## config.mk

```make
export PLATFORM = sky130hd
export DESIGN_NAME = ew_source_switch
export DESIGN_NICKNAME = d
export VERILOG_FILES = /design/src/rtl/ew_source_switch.sv
export SDC_FILE = /design/constraint.sdc
export NUM_CORES = 1
export LEC_CHECK = 0
export CAP_MARGIN = 25
export CELL_PAD_IN_SITES_DETAIL_PLACEMENT = 0
export CELL_PAD_IN_SITES_GLOBAL_PLACEMENT = 1
export CORE_UTILIZATION = 22
export CTS_CLUSTER_DIAMETER = 120
export DETAILED_ROUTE_END_ITERATION = 10
export PLACE_DENSITY = 0.78
export SYNTH_ARGS = -nofsm -noshare
export SYNTH_HDL_FRONTEND = slang
export SYNTH_SLANG_ARGS = --single-unit
export TNS_END_PERCENT = 5
```

## constraint.sdc

```tcl
create_clock -name serdesclk -period 1.7 [get_ports serdesclk]
set_input_delay 0.34 -clock serdesclk [delete_from_list [all_inputs] [get_ports serdesclk]]
set_output_delay 0.34 -clock serdesclk [all_outputs]
set_load 0.05 [all_outputs]
```

## src/rtl/ew_source_switch.sv

```systemverilog
// Registered N-way event-window source selector feeding the EW FIFO controller.
// Source changes are held off until the current event window has closed.
module ew_source_switch #(
  parameter int NSRC            = 4,
  parameter int SEL_BITS        = 2,
  parameter int DIGI_BITS       = 32,
  parameter int EVENT_SIZE_BITS = 10,
  parameter int SPILL_TAG_BITS  = 20,
  parameter int DEFAULT_SEL     = 0,
  parameter int TIMEOUT_CYCLES  = 65535
) (
  input  logic                              serdesclk,
  input  logic                              reset_serdesclk,
  input  logic [SEL_BITS-1:0]               req_sel,
  input  logic [NSRC-1:0]                   src_curr_ewfifo_wr,
  input  logic [NSRC-1:0]                   src_ew_done,
  input  logic [NSRC-1:0]                   src_ew_ovfl,
  input  logic [NSRC-1:0]                   src_ew_fifo_we,
  input  logic [NSRC-1:0]                   src_ew_tag_error,
  input  logic [NSRC-1:0]                   src_tag_sync_error,
  input  logic [NSRC*DIGI_BITS-1:0]         src_ew_fifo_data,
  input  logic [NSRC*EVENT_SIZE_BITS-1:0]   src_ew_size,
  input  logic [NSRC*SPILL_TAG_BITS-1:0]    src_ew_tag,
  input  logic                              axi_start_on_serdesclk,
  output logic                              curr_ewfifo_wr,
  output logic                              ew_done,
  output logic                              ew_ovfl,
  output logic                              ew_fifo_we,
  output logic                              ew_tag_error,
  output logic                              tag_sync_error,
  output logic [DIGI_BITS-1:0]              ew_fifo_data,
  output logic [EVENT_SIZE_BITS-1:0]        ew_size,
  output logic [SPILL_TAG_BITS-1:0]         ew_tag,
  output logic [NSRC-1:0]                   src_axi_start,
  output logic [SEL_BITS-1:0]               active_sel,
  output logic                              window_open,
  output logic                              switch_pending,
  output logic                              ew_timeout,
  output logic                              sel_error
);

  localparam int CNT_BITS = (TIMEOUT_CYCLES > 2) ? $clog2(TIMEOUT_CYCLES) : 1;
  localparam logic [CNT_BITS-1:0] CNT_LAST = CNT_BITS'(TIMEOUT_CYCLES - 1);
  localparam logic [SEL_BITS:0]   NSRC_V   = (SEL_BITS + 1)'(NSRC);
  localparam logic [SEL_BITS-1:0] DEF_SEL  = SEL_BITS'(DEFAULT_SEL);

  typedef enum logic {IDLE, BUSY} state_t;

  state_t                     state, state_next;
  logic [CNT_BITS-1:0]        cnt, cnt_next;
  logic                       timeout_next;
  logic                       req_valid;
  logic [SEL_BITS-1:0]        next_sel;

  logic                       mux_curr_wr, mux_done, mux_ovfl, mux_we;
  logic                       mux_tag_error, mux_sync_error;
  logic [DIGI_BITS-1:0]       mux_data;
  logic [EVENT_SIZE_BITS-1:0] mux_size;
  logic [SPILL_TAG_BITS-1:0]  mux_tag;
  logic [NSRC-1:0]            start_vec;

  // A new request is only honoured while no window is open.
  always_comb begin
    req_valid = ({1'b0, req_sel} < NSRC_V);
    next_sel  = (state == IDLE && req_valid) ? req_sel : active_sel;
  end

  always_comb begin
    mux_curr_wr    = 1'b0;
    mux_done       = 1'b0;
    mux_ovfl       = 1'b0;
    mux_we         = 1'b0;
    mux_tag_error  = 1'b0;
    mux_sync_error = 1'b0;
    mux_data       = '0;
    mux_size       = '0;
    mux_tag        = '0;
    start_vec      = '0;
    for (int i = 0; i < NSRC; i++) begin
      if (SEL_BITS'(i) == next_sel) begin
        mux_curr_wr    = src_curr_ewfifo_wr[i];
        mux_done       = src_ew_done[i];
        mux_ovfl       = src_ew_ovfl[i];
        mux_we         = src_ew_fifo_we[i];
        mux_tag_error  = src_ew_tag_error[i];
        mux_sync_error = src_tag_sync_error[i];
        mux_data       = src_ew_fifo_data[i*DIGI_BITS +: DIGI_BITS];
        mux_size       = src_ew_size[i*EVENT_SIZE_BITS +: EVENT_SIZE_BITS];
        mux_tag        = src_ew_tag[i*SPILL_TAG_BITS +: SPILL_TAG_BITS];
        start_vec[i]   = axi_start_on_serdesclk;
      end
    end
  end

  // Window FSM; a restart inside a window wins over a done in the same cycle.
  always_comb begin
    state_next   = state;
    cnt_next     = '0;
    timeout_next = 1'b0;
    case (state)
      IDLE: begin
        if (axi_start_on_serdesclk) state_next = BUSY;
      end
      BUSY: begin
        if (axi_start_on_serdesclk) begin
          state_next = BUSY;
        end else if (mux_done) begin
          state_next = IDLE;
        end else if (cnt == CNT_LAST) begin
          state_next   = IDLE;
          timeout_next = 1'b1;
        end else begin
          cnt_next = cnt + CNT_BITS'(1);
        end
      end
    endcase
  end

  always_ff @(posedge serdesclk) begin
    if (reset_serdesclk) begin
      state          <= IDLE;
      cnt            <= '0;
      active_sel     <= DEF_SEL;
      curr_ewfifo_wr <= 1'b0;
      ew_done        <= 1'b0;
      ew_ovfl        <= 1'b0;
      ew_fifo_we     <= 1'b0;
      ew_tag_error   <= 1'b0;
      tag_sync_error <= 1'b0;
      ew_fifo_data   <= '0;
      ew_size        <= '0;
      ew_tag         <= '0;
      src_axi_start  <= '0;
      switch_pending <= 1'b0;
      ew_timeout     <= 1'b0;
      sel_error      <= 1'b0;
    end else begin
      state          <= state_next;
      cnt            <= cnt_next;
      active_sel     <= next_sel;
      curr_ewfifo_wr <= mux_curr_wr;
      ew_done        <= mux_done;
      ew_ovfl        <= mux_ovfl;
      ew_fifo_we     <= mux_we;
      ew_tag_error   <= mux_tag_error;
      tag_sync_error <= mux_sync_error;
      ew_fifo_data   <= mux_data;
      ew_size        <= mux_size;
      ew_tag         <= mux_tag;
      src_axi_start  <= start_vec;
      switch_pending <= req_valid && (req_sel != next_sel);
      ew_timeout     <= timeout_next;
      sel_error      <= sel_error | ~req_valid;
    end
  end

  assign window_open = (state == BUSY);

endmodule

```

==> results of run 1 <==
-- metal layers --
metal / vias up / global-route usage / share of wire
met2: 190 / 0.326 / 0.53
li1: 2093 / - / -
met1: 2196 / 0.196 / 0.39
met3: 21 / 0.0469 / 0.064
met5: - / 0 / 0
met4: 0 / 0.0578 / 0.017
-- final cells by class --
cell class | count | area share
clock buffer | 10 | 0.0256
multi-input combinational | 231 | 0.290
timing repair buffer | 397 | 0.433
inverter | 1 | 0.000419
clock inverter | 6 | 0.00447
tap | 270 | 0.0377
sequential | 93 | 0.209
-- timing repair --
action                                  CTS  global route
setup buffers                             6             1
endpoints found under the setup margin   81            80
cloned                                    4             1
hold buffers                              0             0
gates resized for setup                  12             5
-- power groups by stage --
stage / sequential, W / combinational (W) / clock, W
after global placement: 0.00247 / 0.00257 / 0
after detailed placement: 0.00248 / 0.00260 / 0
final: 0.00243 / 0.00272 / 0.00190
after global routing: 0.00244 / 0.00285 / 0.00207
after floorplan: 0.00311 / 0.000779 / 0
after CTS: 0.00243 / 0.00275 / 0.00197
-- state kept, by name (all words and copies together) (netlist names) --
| signal | cells |
|---|---|
| active_sel | 2 |
| cnt | 16 |
| curr_ewfifo_wr | 1 |
| ew_done | 1 |
| ew_fifo_data | 32 |
| ew_fifo_we | 1 |
| ew_ovfl | 1 |
| ew_size | 10 |
| ew_tag | 20 |
| ew_tag_error | 1 |
| ew_timeout | 1 |
| src_axi_start | 4 |
| switch_pending | 1 |
| tag_sync_error | 1 |
| window_open | 1 |
-- cell usage in the layout (no fill, tap or decap), drive strengths merged, types with 5 or more instances in the layout --
cell           netlist  routed
mux4                67      67
xnor2                5       5
xor2                10      10
nor2                 7       7
nand3                6       6
nand4               11      11
clkbuf              12      11
buf                 18     121
nor2b               67      67
nor3                19      19
clkinv               0       5
clkdlybuf4s50        0     273
dfxtp               93      93
-- critical path, stage by stage (launching register included) --
cell	delay [ns]
dfxtp_4	0.36
mux2_4	0.33
buf_8	0.16
buf_12	0.16
mux4_2	0.43
nor2b_1	0.14
-- through the flow --
stage                     area (sq um)   util  setup slack (ns)  hold slack, ns  instances
after floorplan                   4600      -            -0.159           0.470        355
after global placement            8460  0.415            -0.451           0.515        981
after detailed placement          8460  0.415            -0.496           0.545        981
after CTS                         8940  0.439           -0.0988           0.488       1007
after global routing              8950  0.440           -0.0653           0.503       1008
final                             8950  0.440           -0.0208           0.473       1008
-- logic make-up (layout without fill, tap and decap cells) --
family	count (synthesis)	in the layout	synth area share
fa+ha+maj	2	2	0.00545
buf+inv	31	414	0.0341
mux	70	70	0.337
other cells	1	1	0.000818
simple gates	131	131	0.171
compound gates	12	12	0.0172
flops	93	93	0.406
xor+xnor	15	15	0.0286
-- worst paths after layout --
kind | from | end | cells after the start
worst max-delay path | window_open$_SDFF_PP0_ | ew_fifo_data[29]$_SDFF_PP0_ | 5
worst min register to register | cnt[0]$_SDFF_PP0_ | cnt[0]$_SDFF_PP0_ | 2
worst min-delay path | reset_serdesclk | switch_pending$_SDFF_PP0_ | 4
worst max register to register | window_open$_SDFF_PP0_ | ew_fifo_data[29]$_SDFF_PP0_ | 5
==> impl_metrics.json, run 1 <==
{
  "pin_count": 355,
  "synthTopCellsByArea": "dfxtp_1 (41%), mux4_2 (33%), nor2b_1 (9.1%)",
  "grt_start_max_net_pins": 41,
  "synth_seq_cells": 93,
  "p_per_area_nw_per_um2": 787,
  "start_util": 0.225,
  "syn_area_sq_um": 4590,
  "gr-usage-all-layers": 0.177,
  "wl_per_cell_um": 18.8,
  "first_iter_violations": 204,
  "path_clk_slew_ns": 0.07,
  "max_freq_ghz": 0.581,
  "rsz0062_at_grt": "yes",
  "hold_path.class": "in -> reg",
  "cts-root-buf": "clkbuf_16",
  "num_antenna_cells": 0,
  "p_comb_frac": 0.386,
  "seqCellArea_sq_um": 1870,
  "syn2layout_area_growth_pct": 95.1,
  "grt_pass1_wl_um": 28400,
  "status": "finished, violations left",
  "drive_gt1_frac": 0.294,
  "p_int_w": 0.00482,
  "wirelength_um": 18900,
  "cts_max_level": 3,
  "report.final.slew_viol_count": 0,
  "coreArea_sq_um": 20400,
  "dp_hpwl_um": 14900,
  "path_class": "reg -> reg",
  "async_flop_share": 0,
  "fillers": 1912,
  "yosysTopAreaCell": "dfxtp_1",
  "row_count": 52,
  "setup_tns_ns": -0.0762,
  "post-route-period-util": 1.01,
  "cts_tree": "yes",
  "p_switching_w": 0.00222,
  "irDropWorstVdd_mv": 0.429,
  "clockPowerShare": 0.270,
  "cts.path.max_buffers": 2,
  "antenna_found_initial": 1,
  "endpoint_kind": "register",
  "drt-pass1-iter-count": 4,
  "route.detailed.drc": 0,
  "grt_pass1_vias": 5002,
  "failed_checks": "negative setup slack",
  "worstSkewPairLatency_ns": 0.35,
  "swShare": 0.315,
  "ys.flop_type": "dfxtp_1",
  "worst_ep_required_time_ns": 1.91,
  "synth_nets": 634,
  "worst_slack_ns": -0.0208,
  "synth_top_area_frac": 0.406,
  "synth_warnings": 0,
  "vias_per_cell": 4.46,
  "yosysMostFrequentCell": "dfxtp_1",
  "hold_viol": 0,
  "syn_inst": 355,
  "synth_cell_types": 38,
  "synth_edf_count": 0,
  "r2r_slack_ns": -0.02,
  "cp_max_fo": 11,
  "cts_inserted_buffers": 9,
  "cp-start-kind": "register",
  "die_h_um": 146,
  "multi_input_area_sq_um": 2600,
  "ant_nets": 0,
  "synth.avg_cell_area_sq_um": 12.9,
  "worstPathArrival_ns": 1.93,
  "max_cap_violations": 0,
  "die-area_sq_um": 21400,
  "setup_viol": 9,
  "power_w": 0.00704,
  "power_leakage_nw": 3.41,
  "globalRoute.totalOverflow": 0,
  "ys_seq_area_frac": 0.406,
  "cts_num_sinks": 93,
  "vias": 4500,
  "p_seq_frac": 0.344,
  "routabilityCongestion": 0.874,
  "die_x_um": 146,
  "finalCriticalPeriod_ns": 1.72,
  "io_buffers": 353,
  "final_nets": 1012,
  "finalClockSkew_ns": 0.0120,
  "yosys-top-cells-count": "dfxtp_1 (93), mux4_2 (67), nor2b_1 (67), nor3_1 (19), buf_2 (14)"
}
Note: power is estimated with default switching activity, not from simulation.
==> run 2: changes to the inputs <==
SLEW_MARGIN = 20   (was not set)
==> results of run 2 <==
Same layout as run 1: the final DEF is identical, and so are final timing and power.
==> run 3: changes to the inputs <==
CAP_MARGIN = 20   (was 25)
==> results of run 3 <==
Same layout as run 1: the final DEF is identical, and so are final timing and power.
